<file path="config.mk">
export PLATFORM = sky130hd
export DESIGN_NAME = spi_master_multi
export DESIGN_NICKNAME = d
export VERILOG_FILES = /design/src/rtl/spi_master_multi.sv
export SDC_FILE = /design/constraint.sdc
export NUM_CORES = 1
export LEC_CHECK = 0
export BUFFER_PORTS_ARGS = -buffer_cell sky130_fd_sc_hd__buf_2
export CORE_AREA = 3 3 78 80
export DETAILED_ROUTE_END_ITERATION = 8
export DIE_AREA = 0 0 81 83
export HOLD_SLACK_MARGIN = 0.15
export PLACE_DENSITY = 0.71
export SLEW_MARGIN = 5
export SYNTH_ARGS = -nofsm -noshare
export SYNTH_HDL_FRONTEND = slang
export SYNTH_SLANG_ARGS = --single-unit
</file>
<file path="constraint.sdc">
create_clock -name CLK_48MHZ -period 2.15 [get_ports CLK_48MHZ]
set_clock_uncertainty 0.05 [all_clocks]
set_input_delay 0.1075 -clock CLK_48MHZ [delete_from_list [all_inputs] [get_ports CLK_48MHZ]]
set_output_delay 0.1075 -clock CLK_48MHZ [all_outputs]
set_load 0.01 [all_outputs]
</file>
<file path="src/rtl/spi_master_multi.sv">
// SPI master with configurable word width, SCK divider and slave-select count.
// Supports per-transfer CPOL/CPHA and HOLD to keep a slave selected across bursts.
module spi_master_multi #(
    parameter int unsigned DATA_WIDTH = 8,
    parameter int unsigned NUM_SS     = 4,
    parameter int unsigned SEL_WIDTH  = 2,
    parameter int unsigned CLK_DIV    = 24
) (
    input  logic                  CLK_48MHZ,
    input  logic                  RESET,
    input  logic                  START,
    input  logic [DATA_WIDTH-1:0] TX_DATA,
    input  logic [SEL_WIDTH-1:0]  SS_SEL,
    input  logic                  CPOL,
    input  logic                  CPHA,
    input  logic                  HOLD,
    input  logic                  MISO,
    output logic                  BUSY,
    output logic                  DONE,
    output logic                  ERR,
    output logic [DATA_WIDTH-1:0] RX_DATA,
    output logic [NUM_SS-1:0]     SS,
    output logic                  MOSI,
    output logic                  SPI_SCK
);

    localparam int unsigned CNT_W  = (CLK_DIV > 1) ? $clog2(CLK_DIV) : 1;
    localparam int unsigned HALF_W = $clog2(2 * DATA_WIDTH + 1);
    localparam int unsigned SELX_W = SEL_WIDTH + 1;
    localparam logic [CNT_W-1:0]  CNT_RELOAD = CNT_W'(CLK_DIV - 1);
    localparam logic [HALF_W-1:0] HALF_LAST  = HALF_W'(2 * DATA_WIDTH);

    typedef enum logic [2:0] {
        S_IDLE,
        S_SETUP,
        S_XFER,
        S_HOLD_WAIT,
        S_TEARDOWN
    } state_t;

    state_t                state_q, state_d;
    logic [CNT_W-1:0]      cnt_q, cnt_d;
    logic [HALF_W-1:0]     half_q, half_d;
    logic [DATA_WIDTH-1:0] tx_sh_q, tx_sh_d;
    logic [DATA_WIDTH-1:0] rx_sh_q, rx_sh_d;
    logic [DATA_WIDTH-1:0] rx_q, rx_d;
    logic [NUM_SS-1:0]     ss_q, ss_d;
    logic [SEL_WIDTH-1:0]  sel_q, sel_d;
    logic                  mosi_q, mosi_d;
    logic                  sck_q, sck_d;
    logic                  cpol_q, cpol_d;
    logic                  cpha_q, cpha_d;
    logic                  busy_q, busy_d;
    logic                  done_q, done_d;
    logic                  err_q, err_d;
    logic                  sel_ok_c;
    logic                  load_c;
    logic                  toggle_c;

    assign sel_ok_c = SELX_W'(SS_SEL) < SELX_W'(NUM_SS);

    // State and datapath registers
    always_ff @(posedge CLK_48MHZ or posedge RESET) begin
        if (RESET) begin
            state_q <= S_IDLE;
            cnt_q   <= '0;
            half_q  <= '0;
            tx_sh_q <= '0;
            rx_sh_q <= '0;
            rx_q    <= '0;
            ss_q    <= '1;
            sel_q   <= '0;
            mosi_q  <= 1'b0;
            sck_q   <= 1'b0;
            cpol_q  <= 1'b0;
            cpha_q  <= 1'b0;
            busy_q  <= 1'b0;
            done_q  <= 1'b0;
            err_q   <= 1'b0;
        end else begin
            state_q <= state_d;
            cnt_q   <= cnt_d;
            half_q  <= half_d;
            tx_sh_q <= tx_sh_d;
            rx_sh_q <= rx_sh_d;
            rx_q    <= rx_d;
            ss_q    <= ss_d;
            sel_q   <= sel_d;
            mosi_q  <= mosi_d;
            sck_q   <= sck_d;
            cpol_q  <= cpol_d;
            cpha_q  <= cpha_d;
            busy_q  <= busy_d;
            done_q  <= done_d;
            err_q   <= err_d;
        end
    end

    // Next-state logic; START in SETUP/XFER is deliberately ignored
    always_comb begin
        state_d  = state_q;
        cnt_d    = cnt_q;
        half_d   = half_q;
        tx_sh_d  = tx_sh_q;
        rx_sh_d  = rx_sh_q;
        rx_d     = rx_q;
        ss_d     = ss_q;
        sel_d    = sel_q;
        mosi_d   = mosi_q;
        sck_d    = sck_q;
        cpol_d   = cpol_q;
        cpha_d   = cpha_q;
        busy_d   = busy_q;
        done_d   = 1'b0;
        err_d    = 1'b0;
        load_c   = 1'b0;
        toggle_c = 1'b0;

        case (state_q)
            S_IDLE: begin
                sck_d = cpol_q;
                if (START) begin
                    if (sel_ok_c) begin
                        sel_d   = SS_SEL;
                        cpol_d  = CPOL;
                        cpha_d  = CPHA;
                        sck_d   = CPOL;
                        ss_d    = ~(NUM_SS'(1) << SS_SEL);
                        cnt_d   = CNT_RELOAD;
                        load_c  = 1'b1;
                        state_d = S_SETUP;
                    end else begin
                        err_d = 1'b1;
                    end
                end
            end
            S_SETUP: begin
                if (cnt_q == '0) begin
                    toggle_c = 1'b1;
                    state_d  = S_XFER;
                end else begin
                    cnt_d = cnt_q - CNT_W'(1);
                end
            end
            S_XFER: begin
                if (cnt_q != '0) begin
                    cnt_d = cnt_q - CNT_W'(1);
                end else if (half_q == HALF_LAST) begin
                    rx_d   = rx_sh_q;
                    done_d = 1'b1;
                    busy_d = 1'b0;
                    if (HOLD) begin
                        state_d = S_HOLD_WAIT;
                    end else begin
                        ss_d    = '1;
                        cnt_d   = CNT_RELOAD;
                        state_d = S_TEARDOWN;
                    end
                end else begin
                    toggle_c = 1'b1;
                end
            end
            S_HOLD_WAIT: begin
                // A burst word skips the long setup: the slave is already selected
                if (START) begin
                    if (SS_SEL == sel_q) begin
                        cnt_d   = '0;
                        load_c  = 1'b1;
                        state_d = S_SETUP;
                    end else begin
                        err_d = 1'b1;
                    end
                end else if (!HOLD) begin
                    ss_d    = '1;
                    cnt_d   = CNT_RELOAD;
                    state_d = S_TEARDOWN;
                end
            end
            S_TEARDOWN: begin
                err_d = START;
                if (cnt_q == '0) begin
                    state_d = S_IDLE;
                end else begin
                    cnt_d = cnt_q - CNT_W'(1);
                end
            end
            default: begin
                state_d = S_IDLE;
            end
        endcase

        if (load_c) begin
            busy_d = 1'b1;
            half_d = '0;
            if (cpha_d) begin
                tx_sh_d = TX_DATA;
            end else begin
                mosi_d  = TX_DATA[DATA_WIDTH-1];
                tx_sh_d = TX_DATA << 1;
            end
        end

        // Toggle n = half_q+1; sample on odd toggles for CPHA=0, even for CPHA=1
        if (toggle_c) begin
            sck_d  = ~sck_q;
            half_d = half_q + HALF_W'(1);
            cnt_d  = CNT_RELOAD;
            if (half_q[0] == cpha_q) begin
                rx_sh_d = {rx_sh_q[DATA_WIDTH-2:0], MISO};
            end else begin
                mosi_d  = tx_sh_q[DATA_WIDTH-1];
                tx_sh_d = tx_sh_q << 1;
            end
        end
    end

    assign BUSY    = busy_q;
    assign DONE    = done_q;
    assign ERR     = err_q;
    assign RX_DATA = rx_q;
    assign SS      = ss_q;
    assign MOSI    = mosi_q;
    assign SPI_SCK = sck_q;

endmodule
</file>
==> metrics.txt, run 1 <==
average size of a mapped cell=9.80 sq um; HP Class=in2async; top post-synthesis cells by area=dfrtp_1, nand2_1, mux2_4, dfstp_2, nor2_1; first-pass GRT wire length=10600 um; placed inst area=3240 sq um; Post-synth ARST share=1.00; clock share of power=0.199; Max Buffers Root-to-Sink=2; share of layout cells above drive strength 1=0.347; Port Buffers=33; largest net degree at the start of global routing=22; Net Sw Power=1.25 mW; most common cell in the synthesized netlist=nand2_1; DR WL/cell=14.6 um; sequential-to-total area share from yosys stat=0.445; antenna violations before repair=0; Synth Warn #=0; Clock Latency Late Sink=0.31 ns; hold slack=0.240 ns; area grow syn2layout=27.8%; cell area after layout=3610 sq um; CTS tree=built; Reg area=1260 sq um; Worst VDD drop=572 uV; Critical Path Source Type=flop; Routability Congestion=0.851; Syn Inst Count=288; final antenna-violating net count=0; core area=around 5500 sq um; unrepaired setup endpoints after global routing=yes; row cnt=27; Via Count=approximately 2.4k; DRT Wirelength=6300 um; pwr dens=a little under 1000 nW/um^2; worst slew pin tran=a little over 0.5 ns; Sw Ratio=0.353; number of global-route vias before repair=2288; CTS clock-pin slew for the worst setup and hold paths=around 0.10 ns; Tot GR Track Use=0.197; # IOs=34; htree depth=2; Flop pwr share=0.387; top cells by count, synth=nand2_1, dfrtp_1, nor2_1, inv_1, a21oi_1; Root Driver=clkbuf_8; final setup vio count=0; post-synthesis register bit count=50; min cycle time layout=2.14 ns; crit path kind=reg2reg; Die Area=6720 sq um; CP Capture Type=flop; outcome=completed; final hold vios=0; diodes inserted=0; fin. max-slew vios=0; cell internal pwr=2.28 mW; initial core utilization=0.516; Power, Total=3.53 mW; total gr overflow=0; final core utilization=0.659; Max-Slew Margin vs Limit=0.663; Yosys cell types=65; fmax=about 470 MHz; Die X=81 um; top cell type's share of synthesized area=0.408; EDFF count, synth=0; initial DRC count=between 150 and 200; Leak=around 1.7 nW; Max-Cap Viols=0; Pre-antenna DRT Iters=5; total CTS buffers=5; routed vias/inst=5.50; setup_tns=0 ns; post-DP HPWL=~4300 um; chip height=about 83 um; WP data required=2.35 ns; Clock Sinks=50; Post-synth top flop=dfrtp_1; drt drc=0; area of the multi-input gates=1510 sq um; critical path data arrival time=2.33 ns; biggest area consumer among synthesized cells=dfrtp_1; logic gate share of total power=0.413; Mapped Area=2820 sq um; final period utilization=0.994; fillers=457; Nets=379; synthesized net count=308; CP Max Fanout=8
-- layer usage --
metal / routed length (um) / share of wire / global-route usage
met1: 2870 / 0.46 / 0.272
met2: 3130 / 0.50 / 0.317
met3: 255 / 0.040 / 0.0347
met4: 47 / 0.0075 / 0.0522
met5: 0 / 0 / 0
-- cell usage in the layout, fill, tap and decap left out, types with 6 or more instances in the layout --
| master | netlist | routed |
|---|---|---|
| inv_1 | 14 | 11 |
| nand2_1 | 50 | 50 |
| mux2_4 | 8 | 8 |
| buf_4 | 0 | 32 |
| nand3_1 | 7 | 7 |
| a21oi_1 | 12 | 8 |
| clkbuf_8 | 0 | 6 |
| buf_2 | 4 | 34 |
| a222oi_1 | 6 | 6 |
| o21ai_0 | 8 | 6 |
| dlygate4sd3_1 | 0 | 15 |
| nor2_1 | 23 | 17 |
| dfrtp_1 | 46 | 46 |
-- through the flow --
stage	setup slack, ns	std cells
2_1_floorplan	0.000249	288
3_3_place_gp	0.0481	407
3_5_place_dp	0.000941	407
4_1_cts	0.00600	431
5_1_grt	-0.0843	432
6_report	0.0121	432
-- power groups by stage --
stage | clock network, mW | registers [mW] | logic (mW)
2_1_floorplan | 0 | 1.37 | 0.941
3_3_place_gp | 0 | 1.36 | 1.32
3_5_place_dp | 0 | 1.36 | 1.34
4_1_cts | 0.720 | 1.35 | 1.38
5_1_grt | 0.759 | 1.40 | 1.61
6_report | 0.703 | 1.37 | 1.46
-- state kept, by name, summed over array words and instances, names as in the netlist, 2 cells and up --
register,cells
SS,4
half_q,5
sel_q,2
RX_DATA,8
state_q,3
rx_sh_q,8
tx_sh_q,8
cnt_q,5
-- what timing repair did --
item | 4_1_cts | 5_1_grt
resized for setup | 2 | 23
gates cloned | 0 | 1
hold buffers | 15 | 0
endpoints found under the setup margin | 9 | 20
setup buffers | 1 | 1
endpoints found under the hold margin | 63 | 0
pin swaps | 1 | 7
-- cell families after synthesis --
group | synth area share
muxes | 0.0608
xor gates and xnor gates | 0.0310
buffers and inverters | 0.0563
and+or+nand+nor | 0.214
adders and majority gates | 0.0133
AOI/OAI and AO/OA | 0.180
DFF | 0.445
-- worst paths after layout --
check	depth (start not counted)	startpoint	slack, ns	to
worst min-delay path	3	RESET	0.24	rx_sh_q[5]
worst max register to register	6	cnt_q[0]	0.01	state_q[0]
worst max-delay path	6	cnt_q[0]	0.01	state_q[0]
max in group asynchronous	4	RESET	1.21	SS[3]
min in group CLK_48MHZ	3	START	0.28	ERR
worst min register to register	2	RX_DATA[7]	0.42	RX_DATA[7]
-- worst max-delay path, cell delays in order (launching register included) --
cell	delay (ns)
dfrtp_1	0.40
inv_2	0.09
ha_4	0.13
or4b_4	0.56
a221o_1	0.43
or3_1	0.33
nand4_1	0.08
-- layout make-up --
cell class	instances	share of cell area
Multi-Input combinational cell	205	0.419
Sequential cell	50	0.348
Timing Repair Buffer	82	0.159
Tap cell	72	0.0250
Clock buffer	6	0.0229
Inverter	15	0.0156
Clock inverter	2	0.0108
Note: power is estimated with default switching activity, not from simulation.
==> inputs of run 2 (changes only) <==
- RECOVER_POWER: not set -> 100
==> run 2 against run 1 <==
  * Power shrank 0.33%
  * Critical path depth unchanged
  * Hold slack gained 0.033 ns
==> metrics.txt, run 2 (same netlist as run 1, synthesis figures left out) <==
fin. max-slew vios=0 (unchanged); Net Sw Power=1.25 mW (+0.11%); antenna violations before repair=0 (unchanged); row cnt=27 (unchanged); share of layout cells above drive strength 1=0.297 (-0.0500); Pre-antenna DRT Iters=4 (-1); crit path kind=reg2reg; Die X=81 um (unchanged); Max Buffers Root-to-Sink=2 (unchanged); Nets=379 (unchanged); initial core utilization=0.516 (unchanged); first-pass GRT wire length=10600 um (unchanged); Cell Chain, Critical Path=inv_2 -> ha_4 -> or4b_4 -> a221o_1 -> or3_1 -> nand4_1; DRT Wirelength=6320 um (+0.41%); Leak=1.62 nW (-3.6%); Clock Latency Late Sink=0.31 ns (about the same); CP Capture Type=flop; Root Driver=clkbuf_8; chip height=83 um (unchanged); CTS tree=built; WP data required=2.35 ns (about the same); CP max stage delay=0.56 ns (about the same); htree depth=2 (unchanged); Die Area=6720 sq um (unchanged); fmax=469 MHz (+0.27%); Max-Slew Margin vs Limit=0.353 (-0.310); Sw Ratio=0.355 (+0.00154); cell internal pwr=2.27 mW (-0.57%); area grow syn2layout=26.9%; DR WL/cell=14.6 um (+0.41%); placed inst area=3240 sq um (unchanged); number of global-route vias before repair=2288 (unchanged); commonest cells after routing, fill and taps aside=nand2_1, dfrtp_1, buf_4; most common cell after layout, fill and taps aside=nand2_1; hold slack=0.273 ns (+0.0328 ns); CTS clock-pin slew for the worst setup and hold paths=0.10 ns (about the same); Via Count=2377 (-0.042%); logic gate share of total power=0.411 (-0.002); Flop pwr share=0.389 (+0.002); HP Class=in2reg; core area=5470 sq um (unchanged); Max-Cap Viols=0 (unchanged); Routability Congestion=0.851 (unchanged); min cycle time layout=2.13 ns (-0.00570 ns); Port Buffers=33 (unchanged); Critical Path Source Type=flop; routed vias/inst=5.50 (about the same); Worst VDD drop=562 uV (-1.8%); total gr overflow=0 (unchanged); final period utilization=0.992 (-0.00265); final antenna-violating net count=0 (unchanged); Tot GR Track Use=0.197 (unchanged); diodes inserted=0 (unchanged); clock share of power=0.200 (about the same); final hold vios=0 (unchanged); largest net degree at the start of global routing=22 (unchanged); final setup vio count=0 (unchanged); post-DP HPWL=4340 um (unchanged); CP Max Fanout=8 (unchanged); total CTS buffers=5 (unchanged); outcome=completed; cell area after layout=3580 sq um (-0.73%); Clock Sinks=50 (unchanged); # IOs=34 (unchanged); worst slew pin tran=0.970 ns (+0.466 ns); initial DRC count=158 (-1.9%); worst-path cell with the longest stage delay=or4b_4; critical path data arrival time=2.33 ns (about the same); unrepaired setup endpoints after global routing=yes; pwr dens=982 nW/um^2 (+0.40%); drt drc=0 (unchanged)
==> run 2: cell count changes in the layout (fill, tap and decap cells not counted), sizes merged <==
cell    before  now
clkbuf       6   24
buf         67   49
==> run 2: final timing paths <==
path	depth (start not counted)	slack [ns]	endpoint	from
max reg2reg	6	0.02	state_q[0]	cnt_q[0]
min reg2reg	2	0.43	RX_DATA[3]	RX_DATA[3]
max in group asynchronous	4	0.44	cnt_q[3]	RESET
min in group asynchronous	3	0.34	rx_sh_q[5]	RESET
max	6	0.02	state_q[0]	cnt_q[0]
min	3	0.27	ERR	START
==> run 2: critical path: cells and delay by family (launching register included) <==
family                   cells  cell delay [ns]
AND/OR/NAND/NOR              3             0.97
AO/OA/AOI/OAI                1             0.43
flip-flops                   1             0.40
adder cells (fa/ha/maj)      1             0.13
buffers and inverters        1             0.09
==> run 2: routing by layer <==
metal	global-route usage	vias to the layer above	share of wire	wire length, um
li1	-	1174	-	-
met1	0.272	1140	0.46	2890
met2	0.317	59	0.49	3130
met3	0.0347	4	0.041	262
met4	0.0522	0	0.0074	47
met5	0	-	0	0
==> run 2: power by group through the flow <==
stage          logic (mW)  clock network (mW)  registers [mW]
6_report             1.45               0.704            1.37
3_5_place_dp         1.34                   0            1.36
4_1_cts              1.38               0.720            1.35
2_1_floorplan       0.941                   0            1.37
3_3_place_gp         1.32                   0            1.36
5_1_grt              1.59               0.759            1.40
==> run 2: what timing repair did <==
action                                  CTS  global route
hold buffers                             15             0
pin swaps                                 1             7
setup buffers                             1             1
hold endpoints to repair                 63             0
resized for setup                         2            23
endpoints found under the setup margin    9            20
cloned                                    0             1
==> run 2: cell type report <==
| type | count | area [sq um] |
|---|---|---|
| fill | 469 | 1890 |
| multi-input combinational | 205 | 1510 |
| sequential | 50 | 1260 |
| timing repair buffer | 82 | 546 |
| tap | 72 | 90.1 |
| clock buffer | 6 | 82.6 |
| inverter | 15 | 56.3 |
| clock inverter | 2 | 38.8 |
==> run 2: stage by stage <==
step | power [mW] | std cells | TNS, ns | worst slack, ns | util
CTS | 3.45 | 431 | 0 | 0.00600 | 0.644
detailed placement | 2.70 | 407 | 0 | 0.000941 | 0.592
finish | 3.52 | 432 | 0 | 0.0178 | 0.654
global placement | 2.67 | 407 | 0 | 0.0481 | 0.592
floorplan | 2.31 | 288 | 0 | 0.000249 | -
global route | 3.75 | 432 | -0.581 | -0.0843 | 0.654
